--- src/rtl/alu_pkg.sv ---
// Shared execute-stage definitions for the iterative multiply/divide units.
package alu_pkg;

  localparam int XLEN = 32;

  typedef enum logic [1:0] {
    DIV_IDLE,
    DIV_CALC,
    DIV_FINISH
  } div_state_t;

endpackage

--- src/rtl/divider.sv ---
// Iterative restoring divider for DIV/DIVU/REM/REMU: one quotient bit per clock,
// with a compute/cancel/busy handshake shared with the shift-add multiplier.
module divider
  import alu_pkg::*;
#(
  parameter int WIDTH = XLEN
) (
  input  logic             s_clk_i,
  input  logic             s_resetn_i,
  input  logic             s_compute_i,
  input  logic             s_cancel_i,
  input  logic             s_signed_i,
  input  logic [WIDTH-1:0] s_dividend_i,
  input  logic [WIDTH-1:0] s_divisor_i,
  output logic             s_busy_o,
  output logic             s_done_o,
  output logic [WIDTH-1:0] s_quotient_o,
  output logic [WIDTH-1:0] s_remainder_o
);

  localparam int CW = $clog2(WIDTH + 1);

  function automatic logic [WIDTH-1:0] cond_neg(input logic [WIDTH-1:0] v, input logic neg);
    return neg ? (~v + WIDTH'(1)) : v;
  endfunction

  div_state_t       state, state_nxt;
  logic [CW-1:0]    count;
  logic [WIDTH-1:0] rem, quo, dvs;
  logic             qneg, rneg;

  logic [WIDTH:0]   rem_sh;
  logic [WIDTH-1:0] rem_diff;
  logic             rem_ge;
  logic [WIDTH-1:0] a_mag, b_mag;
  logic             div_zero;

  assign a_mag    = cond_neg(s_dividend_i, s_signed_i & s_dividend_i[WIDTH-1]);
  assign b_mag    = cond_neg(s_divisor_i,  s_signed_i & s_divisor_i[WIDTH-1]);
  assign div_zero = (s_divisor_i == '0);

  // The shifted partial remainder needs one extra bit; the difference always fits WIDTH bits.
  assign rem_sh   = {rem, quo[WIDTH-1]};
  assign rem_ge   = (rem_sh >= {1'b0, dvs});
  assign rem_diff = rem_sh[WIDTH-1:0] - dvs;

  always_ff @(posedge s_clk_i or negedge s_resetn_i) begin
    if (!s_resetn_i) state <= DIV_IDLE;
    else             state <= state_nxt;
  end

  always_comb begin
    state_nxt = state;
    case (state)
      DIV_IDLE:   if (s_compute_i) state_nxt = div_zero ? DIV_FINISH : DIV_CALC;
      DIV_CALC: begin
        if (s_cancel_i)             state_nxt = DIV_IDLE;
        else if (count == CW'(1))   state_nxt = DIV_FINISH;
      end
      DIV_FINISH: state_nxt = DIV_IDLE;
      default:    state_nxt = DIV_IDLE;
    endcase
  end

  always_ff @(posedge s_clk_i or negedge s_resetn_i) begin
    if (!s_resetn_i) begin
      count         <= '0;
      rem           <= '0;
      quo           <= '0;
      dvs           <= '0;
      qneg          <= 1'b0;
      rneg          <= 1'b0;
      s_busy_o      <= 1'b0;
      s_done_o      <= 1'b0;
      s_quotient_o  <= '0;
      s_remainder_o <= '0;
    end else begin
      s_done_o <= 1'b0;
      case (state)
        DIV_IDLE: begin
          if (s_compute_i) begin
            dvs      <= b_mag;
            qneg     <= s_signed_i & (s_dividend_i[WIDTH-1] ^ s_divisor_i[WIDTH-1]) & ~div_zero;
            rneg     <= s_signed_i & s_dividend_i[WIDTH-1];
            count    <= CW'(WIDTH);
            s_busy_o <= 1'b1;
            // Divide-by-zero skips the iteration: all-ones quotient, dividend as remainder.
            if (div_zero) begin
              quo <= '1;
              rem <= a_mag;
            end else begin
              quo <= a_mag;
              rem <= '0;
            end
          end
        end
        DIV_CALC: begin
          if (s_cancel_i) begin
            s_busy_o      <= 1'b0;
            s_quotient_o  <= '0;
            s_remainder_o <= '0;
          end else begin
            rem   <= rem_ge ? rem_diff : rem_sh[WIDTH-1:0];
            quo   <= {quo[WIDTH-2:0], rem_ge};
            count <= count - CW'(1);
          end
        end
        DIV_FINISH: begin
          s_busy_o <= 1'b0;
          if (s_cancel_i) begin
            s_quotient_o  <= '0;
            s_remainder_o <= '0;
          end else begin
            s_quotient_o  <= cond_neg(quo, qneg);
            s_remainder_o <= cond_neg(rem, rneg);
            s_done_o      <= 1'b1;
          end
        end
        default: s_busy_o <= 1'b0;
      endcase
    end
  end

endmodule

--- config.mk ---
export PLATFORM = sky130hd
export DESIGN_NAME = divider
export DESIGN_NICKNAME = d
export VERILOG_FILES = /design/src/rtl/alu_pkg.sv /design/src/rtl/divider.sv
export SDC_FILE = /design/constraint.sdc
export NUM_CORES = 1
export LEC_CHECK = 0
export ABC_AREA = 1
export BUFFER_PORTS_ARGS = -buffer_cell sky130_fd_sc_hd__buf_2
export CORE_MARGIN = 2
export CORE_UTILIZATION = 50
export CTS_BUF_LIST = sky130_fd_sc_hd__clkbuf_2 sky130_fd_sc_hd__clkbuf_4 sky130_fd_sc_hd__clkbuf_8
export DETAILED_ROUTE_END_ITERATION = 8
export GPL_ROUTABILITY_DRIVEN = 0
export PLACE_DENSITY_LB_ADDON = 0.15
export SYNTH_ARGS = -nofsm -noshare
export SYNTH_HDL_FRONTEND = slang
export SYNTH_SLANG_ARGS = --single-unit
--- constraint.sdc ---
create_clock -name s_clk_i -period 2.5 [get_ports s_clk_i]
set_clock_uncertainty 0.2 [all_clocks]
set_input_delay 0.25 -clock s_clk_i [delete_from_list [all_inputs] [get_ports s_clk_i]]
set_output_delay 0.25 -clock s_clk_i [all_outputs]
set_load 0.02 [all_outputs]
==> results of run 1 <==
## placed cells by master (no fill, tap or decap), types with 4 or more instances in the layout
master	count
sky130_fd_sc_hd__nand2_1	553
sky130_fd_sc_hd__inv_1	272
sky130_fd_sc_hd__nor2_1	244
sky130_fd_sc_hd__o21ai_0	183
sky130_fd_sc_hd__dfrtp_1	163
sky130_fd_sc_hd__buf_4	153
sky130_fd_sc_hd__buf_2	133
sky130_fd_sc_hd__a21oi_1	125
sky130_fd_sc_hd__nand3_1	122
sky130_fd_sc_hd__nand2_2	41
sky130_fd_sc_hd__dlygate4sd3_1	34
sky130_fd_sc_hd__nand4_1	32
sky130_fd_sc_hd__nor3_1	32
sky130_fd_sc_hd__ha_4	30
sky130_fd_sc_hd__xor2_1	26
sky130_fd_sc_hd__xnor2_1	26
sky130_fd_sc_hd__nand3_2	26
sky130_fd_sc_hd__inv_2	25
sky130_fd_sc_hd__o21ai_1	20
sky130_fd_sc_hd__nor2_2	19
sky130_fd_sc_hd__clkbuf_8	17
sky130_fd_sc_hd__a21oi_2	16
sky130_fd_sc_hd__o22ai_1	12
sky130_fd_sc_hd__nor2_4	10
sky130_fd_sc_hd__buf_12	10
sky130_fd_sc_hd__nand2_4	9
sky130_fd_sc_hd__dfrtp_2	9
sky130_fd_sc_hd__nand3b_1	7
sky130_fd_sc_hd__ha_1	7
sky130_fd_sc_hd__o211ai_1	5
sky130_fd_sc_hd__clkbuf_16	5
sky130_fd_sc_hd__o31ai_1	4
sky130_fd_sc_hd__a21oi_4	4
sky130_fd_sc_hd__inv_8	4
sky130_fd_sc_hd__clkinv_8	4
## logic make-up (layout without fill, tap and decap cells)
group	count (synthesis)	count (layout)	share of synthesized area [%]
simple gates	1113	1113	35.08
flops	172	172	32.16
fa+ha+maj	39	39	3.702
buf+inv	365	669	10.80
compound gates	381	381	14.79
xor+xnor	53	53	3.469
## metrics by stage
stage	total power, mW	setup WS [ps]
2_1_floorplan	14.33	279.5
3_3_place_gp	19.90	-144.5
3_5_place_dp	20.10	-133.1
4_1_cts	22.74	-23.99
5_1_grt	27.97	-119.2
6_report	26.28	-65.96
## flip-flops by register name, summed over array words and instances (netlist names)
register,count
dvs,32
quo,32
rem,32
s_quotient_o,32
s_remainder_o,32
count,6
state,2
qneg,1
rneg,1
s_busy_o,1
s_done_o,1
## synthesized netlist by cell type (5+ instances only)
cell	instances	area, um^2
sky130_fd_sc_hd__a21oi_1	145	725.7
sky130_fd_sc_hd__buf_2	15	75.07
sky130_fd_sc_hd__buf_4	7	52.55
sky130_fd_sc_hd__clkbuf_1	37	138.9
sky130_fd_sc_hd__dfrtp_1	172	4304
sky130_fd_sc_hd__ha_1	38	475.5
sky130_fd_sc_hd__inv_1	293	1100
sky130_fd_sc_hd__nand2_1	598	2245
sky130_fd_sc_hd__nand2_2	5	31.28
sky130_fd_sc_hd__nand3_1	149	745.7
sky130_fd_sc_hd__nand3b_1	7	52.55
sky130_fd_sc_hd__nand4_1	32	200.2
sky130_fd_sc_hd__nor2_1	259	972.2
sky130_fd_sc_hd__nor2_2	10	62.56
sky130_fd_sc_hd__nor3_1	33	165.2
sky130_fd_sc_hd__o211ai_1	5	37.54
sky130_fd_sc_hd__o21ai_0	187	935.9
sky130_fd_sc_hd__o21ai_1	17	85.08
sky130_fd_sc_hd__o22ai_1	12	75.07
sky130_fd_sc_hd__xnor2_1	27	236.5
sky130_fd_sc_hd__xor2_1	26	227.7
## tightest hold or removal path, stage by stage
cell                      delay, ps
sky130_fd_sc_hd__buf_2           80
sky130_fd_sc_hd__inv_1           70
sky130_fd_sc_hd__xor2_1         170
sky130_fd_sc_hd__o21ai_0         80
## per-layer routing
metal	GRT usage, %	vias to the layer above	share of wire, %
met5	0	-	0
met4	12.14	0	4.5
met3	5.011	159	10
met2	51.20	891	43
met1	47.26	7103	42
li1	-	7389	-
## worst paths after layout
check                                  from          endpoint  depth (start not counted)
min                         s_divisor_i[11]           dvs[11]                          4
max                                 quo[31]           rem[28]                         16
min in group asynchronous        s_resetn_i   s_quotient_o[5]                          3
max in group asynchronous        s_resetn_i           quo[28]                          3
max reg2reg                         quo[31]           rem[28]                         16
min reg2reg                s_quotient_o[23]  s_quotient_o[23]                          2
## final cells by class
class	count	area, um^2	share of cell area [%]
timing repair buffer	339	2529	14.56
tap	335	419.2	2.413
sequential	172	4315	24.85
clock inverter	15	220.2	1.268
inverter	298	1119	6.440
clock buffer	17	234.0	1.347
multi-input combinational	1586	8533	49.13
## repair_timing
| action | CTS | global route |
|---|---|---|
| hold buffers | 34 | 0 |
| pin swaps | 2 | 69 |
| endpoints found under the hold margin | 202 | 0 |
| endpoints found under the setup margin | 30 | 49 |
| setup buffers | 0 | 23 |
| cloned | 0 | 5 |
| resized for setup | 20 | 185 |
## where the power goes
group	total (mW)	switching [mW]	internal [mW]
Combinational	19.1	11.5	7.55
Clock	2.30	1.33	0.968
Sequential	4.88	0.945	3.93
==> tab_implementation.tex, run 1 <==
\begin{tabular}{lr}
\hline
Metric & Value \\
\hline
\multicolumn{2}{l}{\textbf{Run status}} \\
\quad Run status & finished, violations left \\
\quad Violations in the final reports & setup timing \\
\multicolumn{2}{l}{\textbf{Synth}} \\
\quad Top FF cell, synth & sky130\_fd\_sc\_hd\_\_dfrtp\_1 \\
\quad Seq cells post-synth & 172 \\
\quad Post-synthesis cell type count & 46 \\
\quad Syn\_area\_per\_cell & 6.304 um\^{}2 \\
\quad Post-Syn Instances & $\sim$2100 \\
\quad Sequential share of the synthesized area & between 30\% and 40\% \\
\quad Async set or reset register ratio after synthesis & 100.0\% \\
\quad Synthesized cell area & 13380 um\^{}2 \\
\quad Synthesized Nets & 2231 \\
\quad Total of warnings raised by yosys & 0 \\
\quad Post-synth EDFFs & 0 \\
\multicolumn{2}{l}{\textbf{Route}} \\
\quad Post-route DRC & 0 \\
\quad Drt pass-1 iters & 7 \\
\quad Total via count in the routed design & approximately 16000 \\
\quad Initial DRC Count & between 1500 and 2000 \\
\quad Average wire length per cell after detail routing & between 15 and 20 um \\
\quad Ratio of routed vias to standard cells & $\sim$5.6 \\
\quad Detail Route Antenna Nets & 0 \\
\quad Routed wire length & 49370 um \\
\multicolumn{2}{l}{\textbf{Floorplan}} \\
\quad Placement row count & slightly below 60 \\
\quad Width of the die & around 170 um \\
\quad Number of primary I/O pins & 135 \\
\quad Core Box Area & roughly 26000 um\^{}2 \\
\quad Initial Util & 51.07\% \\
\quad Die Outline Area & 28090 um\^{}2 \\
\quad Chip Height & around 170 um \\
\multicolumn{2}{l}{\textbf{Worst setup path}} \\
\quad Startpoint types & flip-flop \\
\quad Endpoint kind of the worst setup timing path & flip-flop \\
\quad Critical path type & flip-flop to flip-flop \\
\quad Highest fanout seen on the critical path & 4 \\
\quad Slack of the worst reg-to-reg path & -70 ps \\
\quad Crit path required time & 2660 ps \\
\quad Critical Path Max Stage Delay & 430 ps \\
\quad Top cell by count, worst path & sky130\_fd\_sc\_hd\_\_nand2\_1 \\
\quad Arrival time at the worst endpoint & between 2000 and 3000 ps \\
\quad Critical path cell sequence & inv\_2, ha\_1, inv\_1, fa\_2, nand3\_2, nand3\_4, nand2\_2, nand2\_2, nand2\_1, nand2\_1, nand2\_1, nand2\_1, nand2\_1, nand3\_2, nand2\_1, a21oi\_2 \\
\quad Library cell contributing the largest single delay on the critical path & sky130\_fd\_sc\_hd\_\_dfrtp\_1 \\
\quad Number of buffers and inverters on the critical path & 2 \\
\quad Dominant delay contributor by cell family on the critical path & simple AND/OR/NAND/NOR gates \\
\multicolumn{2}{l}{\textbf{Layout}} \\
\quad Share of layout cells above drive strength 1 & roughly 22\% \\
\quad Non-filler instance count after layout & $\sim$2800 \\
\quad Final design utilization & between 60\% and 70\% \\
\quad Fin nets & between 2000 and 3000 \\
\quad Area growth from synthesis to layout & 29.79\% \\
\quad Antenna diodes & 0 \\
\quad Filler cell count in the final layout & between 2000 and 2500 \\
\quad Final design instance area without fill & 17370 um\^{}2 \\
\multicolumn{2}{l}{\textbf{Clock tree}} \\
\quad H-Tree Depth & 4 \\
\quad Clk slew on worst S/H paths & roughly 100 ps \\
\quad Clock sink count & 172 \\
\quad Clock Latency Late Sink & 500 ps \\
\quad Clock tree from TritonCTS & done \\
\quad Number of clock buffers inserted by TritonCTS & 17 \\
\quad Root buffer selected by CTS & sky130\_fd\_sc\_hd\_\_clkbuf\_8 \\
\quad Buffer depth of the longest clock path & 2 \\
\multicolumn{2}{l}{\textbf{Timing}} \\
\quad Worst path setup slack after routing & -65.96 ps \\
\quad Remaining max-slew budget at the tightest pin & a little over a third \\
\quad Total Negative Setup Slacks & -96.10 ps \\
\quad Final worst path period need & $\sim$2600 ps \\
\quad Top achievable clock speed & just under 0.4 GHz \\
\quad Transition time at the pin with the least slew margin & a little under 1000 ps \\
\quad Final number of max-transition violations & 0 \\
\quad Tcrit/Tclk final & 102.6\% \\
\quad Unrepaired setup endpoints after global routing & true \\
\quad Final hold violation count & 0 \\
\quad Final-report setup violation count & 4 \\
\quad Hold\_ws & approximately 18 ps \\
\multicolumn{2}{l}{\textbf{Pwr}} \\
\quad Leakage power of the design & just under 9 nW \\
\quad Highest ir drop seen on vdd & around 0.66 mV \\
\quad Power Density & about 1500 nW/um\^{}2 \\
\multicolumn{2}{l}{\textbf{Global routing}} \\
\quad Largest net degree at the start of global routing & 78 \\
\quad Total Routing Usage GR & between 30\% and 40\% \\
\quad Via count of the first global-routing pass & 13940 \\
\quad Initial antenna violation count & 0 \\
\quad Global-route wire length before repair & approximately 74000 um \\
\quad Overflow after GRT & 0 \\
\multicolumn{2}{l}{\textbf{Placement}} \\
\quad Post-DP HPWL & 35760 um \\
\quad Port bufs & roughly 130 \\
\quad Cell Area, Placed & 15350 um\^{}2 \\
\quad DP Cell Count & 2668 \\
\multicolumn{2}{l}{\textbf{Job}} \\
\quad Total of max-cap violations & 0 \\
\multicolumn{2}{l}{\textbf{Hold path}} \\
\quad Path class of the lowest-slack min-delay path & input port to flip-flop \\
\hline
\end{tabular}
(Power assumes the default switching activity.)
==> inputs of run 2 (changes only) <==
--- a/config.mk
+++ b/config.mk
@@ -9,7 +9,6 @@
 export BUFFER_PORTS_ARGS = -buffer_cell sky130_fd_sc_hd__buf_2
 export CORE_MARGIN = 2
 export CORE_UTILIZATION = 50
-export CTS_BUF_LIST = sky130_fd_sc_hd__clkbuf_2 sky130_fd_sc_hd__clkbuf_4 sky130_fd_sc_hd__clkbuf_8
 export DETAILED_ROUTE_END_ITERATION = 8
 export GPL_ROUTABILITY_DRIVEN = 0
 export PLACE_DENSITY_LB_ADDON = 0.15
==> run 2 against run 1 <==
The run still ends with setup timing left; flip-flop and latch count stayed put; via count is 0.49% higher; final area is 0.22% higher; critical path depth is 2 lower; highest routed layer unchanged.
==> tab_implementation.tex, run 2 (synthesized netlist as in run 1, its figures left out) <==
\begin{tabular}{lr}
\hline
Metric & Value \\
\hline
\multicolumn{2}{l}{\textbf{Run status}} \\
\quad Run status & finished, violations left \\
\quad Violations in the final reports & setup timing \\
\multicolumn{2}{l}{\textbf{Route}} \\
\quad Drt pass-1 iters & 8 (+1) \\
\quad Length of routed met2 wiring & 21190 um (+0.44\%) \\
\quad Detailed-routing wirelength on met1 & 20390 um (-2.6\%) \\
\quad Routed wire length & 49230 um (-0.28\%) \\
\quad Highest metal layer with signal wires & met4 \\
\quad Detail Route Antenna Nets & 0 (unchanged) \\
\quad Ratio of routed vias to standard cells & 5.675 (+0.85\%) \\
\quad Routed wire length on met3 & 5632 um (+9.9\%) \\
\quad Average wire length per cell after detail routing & 17.89 um (about the same) \\
\quad Post-route DRC & 0 (unchanged) \\
\quad Total via count in the routed design & 15620 (+0.49\%) \\
\quad Initial DRC Count & 1937 (-2.6\%) \\
\multicolumn{2}{l}{\textbf{Layout}} \\
\quad Antenna diodes & 0 (unchanged) \\
\quad Fin nets & 2512 (-0.40\%) \\
\quad Share of layout cells above drive strength 1 & 21.27\% (-1.2 points) \\
\quad Leading cell type in the layout, fill and taps excluded & sky130\_fd\_sc\_hd\_\_nand2\_1 \\
\quad Area growth from synthesis to layout & 30.08\% \\
\quad Highest-count cells in the layout ignoring fill and taps & sky130\_fd\_sc\_hd\_\_nand2\_1, sky130\_fd\_sc\_hd\_\_inv\_1, sky130\_fd\_sc\_hd\_\_nor2\_1 \\
\quad Final design instance area without fill & 17410 um\^{}2 (+0.22\%) \\
\quad Final design utilization & 66.43\% (+0.15 points) \\
\multicolumn{2}{l}{\textbf{Timing}} \\
\quad Final number of max-transition violations & 0 (unchanged) \\
\quad Final hold violation count & 0 (unchanged) \\
\quad Top achievable clock speed & 0.3916 GHz (+0.49\%) \\
\quad Worst path setup slack after routing & -53.35 ps (+12.60 ps) \\
\quad Transition time at the pin with the least slew margin & 732.1 ps (-244.4 ps) \\
\quad Tcrit/Tclk final & 102.1\% (-0.50 points) \\
\quad Final-report setup violation count & 7 (+3) \\
\quad Final worst path period need & 2553 ps (-12.60 ps) \\
\quad Unrepaired setup endpoints after global routing & true \\
\quad Total Negative Setup Slacks & -206.9 ps (-110.8 ps) \\
\quad Remaining max-slew budget at the tightest pin & 51.08\% (+16 points) \\
\multicolumn{2}{l}{\textbf{Floorplan}} \\
\quad Width of the die & 167.6 um (unchanged) \\
\quad Die Outline Area & 28090 um\^{}2 (unchanged) \\
\quad Core Box Area & 26210 um\^{}2 (unchanged) \\
\quad Placement row count & 59 (unchanged) \\
\quad Chip Height & 167.6 um (unchanged) \\
\quad Number of primary I/O pins & 135 (unchanged) \\
\quad Initial Util & 51.07\% (unchanged) \\
\multicolumn{2}{l}{\textbf{Worst setup path}} \\
\quad Crit path required time & 2660 ps (about the same) \\
\quad Terminus of the critical flop-to-flop path & rem[5] \\
\quad Top cell by count, worst path & sky130\_fd\_sc\_hd\_\_nor2\_1 \\
\quad Slack of the worst reg-to-reg path & -50 ps (about the same) \\
\quad Reg2Reg Depth & 14 (-2) \\
\quad Library cell contributing the largest single delay on the critical path & sky130\_fd\_sc\_hd\_\_dfrtp\_1 \\
\quad Endpoint kind of the worst setup timing path & flip-flop \\
\quad Arrival time at the worst endpoint & 2710 ps (-20 ps) \\
\quad Startpoint types & flip-flop \\
\quad Highest fanout seen on the critical path & 7 (+3) \\
\quad Critical Path Max Stage Delay & 400 ps (-30 ps) \\
\quad Critical register-to-register path startpoint & quo[31] \\
\quad Critical path type & flip-flop to flip-flop \\
\quad Critical path cell sequence & inv\_2, ha\_1, inv\_1, nor2\_1, nand3b\_1, nor2\_1, nand3\_1, clkinv\_1, nor2\_4, nand2\_8, buf\_12, nand2\_2, nand3\_2, a21oi\_4 \\
\quad Endpoint of the most critical setup path & rem[5] \\
\quad Origin of the worst setup path & quo[31] \\
\multicolumn{2}{l}{\textbf{Placement}} \\
\quad Cell Area, Placed & 15350 um\^{}2 (unchanged) \\
\quad Post-DP HPWL & 35760 um (unchanged) \\
\quad Port bufs & 134 (unchanged) \\
\multicolumn{2}{l}{\textbf{Pwr}} \\
\quad Power share of the combinational group & 70.4\% (-2.3 points) \\
\quad Share of power burned in registers & 18.4\% (-0.2 points) \\
\quad Highest ir drop seen on vdd & 0.6698 mV (+1.9\%) \\
\quad Clk network pwr share & 11.2\% (+2.5 points) \\
\quad Total design power & 26.50 mW (+0.85\%) \\
\quad Sw frac & 51.60\% (-1.0 points) \\
\quad Power Density & 1522 nW/um\^{}2 (+0.62\%) \\
\quad Net load switching power & 13.67 mW (-1.1\%) \\
\quad Leakage power of the design & 8.913 nW (+0.40\%) \\
\quad Internal cell power & 12.83 mW (+3.0\%) \\
\multicolumn{2}{l}{\textbf{Clock tree}} \\
\quad Clock sink count & 172 (unchanged) \\
\quad Number of clock buffers inserted by TritonCTS & 17 (unchanged) \\
\quad Clk slew on worst S/H paths & 80 ps (-20 ps) \\
\quad Root buffer selected by CTS & sky130\_fd\_sc\_hd\_\_clkbuf\_16 \\
\quad Buffer depth of the longest clock path & 2 (unchanged) \\
\quad H-Tree Depth & 4 (unchanged) \\
\quad Clock tree from TritonCTS & done \\
\quad Clock Latency Late Sink & 450 ps (-50 ps) \\
\multicolumn{2}{l}{\textbf{Global routing}} \\
\quad Global-route wire length before repair & 73500 um (-0.38\%) \\
\quad Overflow after GRT & 0 (unchanged) \\
\quad Initial antenna violation count & 0 (unchanged) \\
\quad Via count of the first global-routing pass & 13850 (-0.63\%) \\
\quad Largest net degree at the start of global routing & 78 (unchanged) \\
\quad Total Routing Usage GR & 33.03\% (-0.13 points) \\
\multicolumn{2}{l}{\textbf{Job}} \\
\quad Total of max-cap violations & 0 (unchanged) \\
\multicolumn{2}{l}{\textbf{Hold path}} \\
\quad Path class of the lowest-slack min-delay path & input port to flip-flop \\
\hline
\end{tabular}
[run 2: cell types whose count changed in the layout (fill, tap and decap cells not counted), sizes merged]
| cell | change |
|---|---|
| buf | -4 |
| clkbuf | +2 |
| clkinv | +1 |
| dlygate4sd3 | -8 |
| inv | -1 |
[run 2: power by group through the flow]
stage | registers (mW) | logic (mW) | clock network, mW
2_1_floorplan | 5.02 | 9.31 | 0
3_3_place_gp | 4.68 | 15.2 | 0
3_5_place_dp | 4.74 | 15.4 | 0
4_1_cts | 4.69 | 15.7 | 2.97
5_1_grt | 4.98 | 20.1 | 3.09
6_report | 4.88 | 18.7 | 2.96
[run 2: layer usage]
| metal | global-route usage (%) | vias up |
|---|---|---|
| met4 | 11.49 | 0 |
| met1 | 46.92 | 7112 |
| met3 | 5.531 | 150 |
| met2 | 51.06 | 961 |
| li1 | - | 7395 |
| met5 | 0 | - |
[run 2: final cells by class]
| cell class | count | area, um^2 |
|---|---|---|
| sequential | 172 | 4310 |
| inverter | 298 | 1121 |
| tap | 335 | 419.2 |
| timing repair buffer | 329 | 2461 |
| clock inverter | 15 | 220.2 |
| clock buffer | 17 | 425.4 |
| multi-input combinational | 1586 | 8451 |
| fill | 2279 | 8798 |
[run 2: critical path, delay by kind of cell, from the launching register on]
kind,cells,cell delay (ps)
simple gates,8,850
buf+inv,4,510
flops,1,400
fa+ha+maj,1,300
compound gates,1,210
[run 2: worst min path at each step]
stage / startpoint / to / slack, ps / cells after the start
after CTS: s_signed_i / qneg / 1 / 5
after floorplan: s_resetn_i / count[0] / -250 / 0
after global routing: s_resetn_i / s_done_o / 30 / 2
after global placement: s_resetn_i / s_done_o / -80 / 1
final: s_signed_i / qneg / 10 / 5
after detailed placement: s_resetn_i / s_done_o / -80 / 1
[run 2: stage by stage]
step | instances | setup slack [ps] | hold slack (ps)
6_report | 2752 | -53.35 | 11.42
5_1_grt | 2752 | -102.6 | 34.53
4_1_cts | 2726 | -2.501 | 1.055
3_5_place_dp | 2668 | -133.1 | -76.02
3_3_place_gp | 2668 | -144.5 | -80.79
2_1_floorplan | 2123 | 279.5 | -245.6
[run 2: timing repair]
| item | in CTS | in global routing |
|---|---|---|
| setup buffers | 0 | 19 |
| hold buffers | 26 | 0 |
| pin swaps | 2 | 50 |
| hold endpoints to repair | 198 | 0 |
| gates resized for setup | 16 | 160 |
| endpoints found under the setup margin | 28 | 55 |
| gates cloned | 0 | 7 |
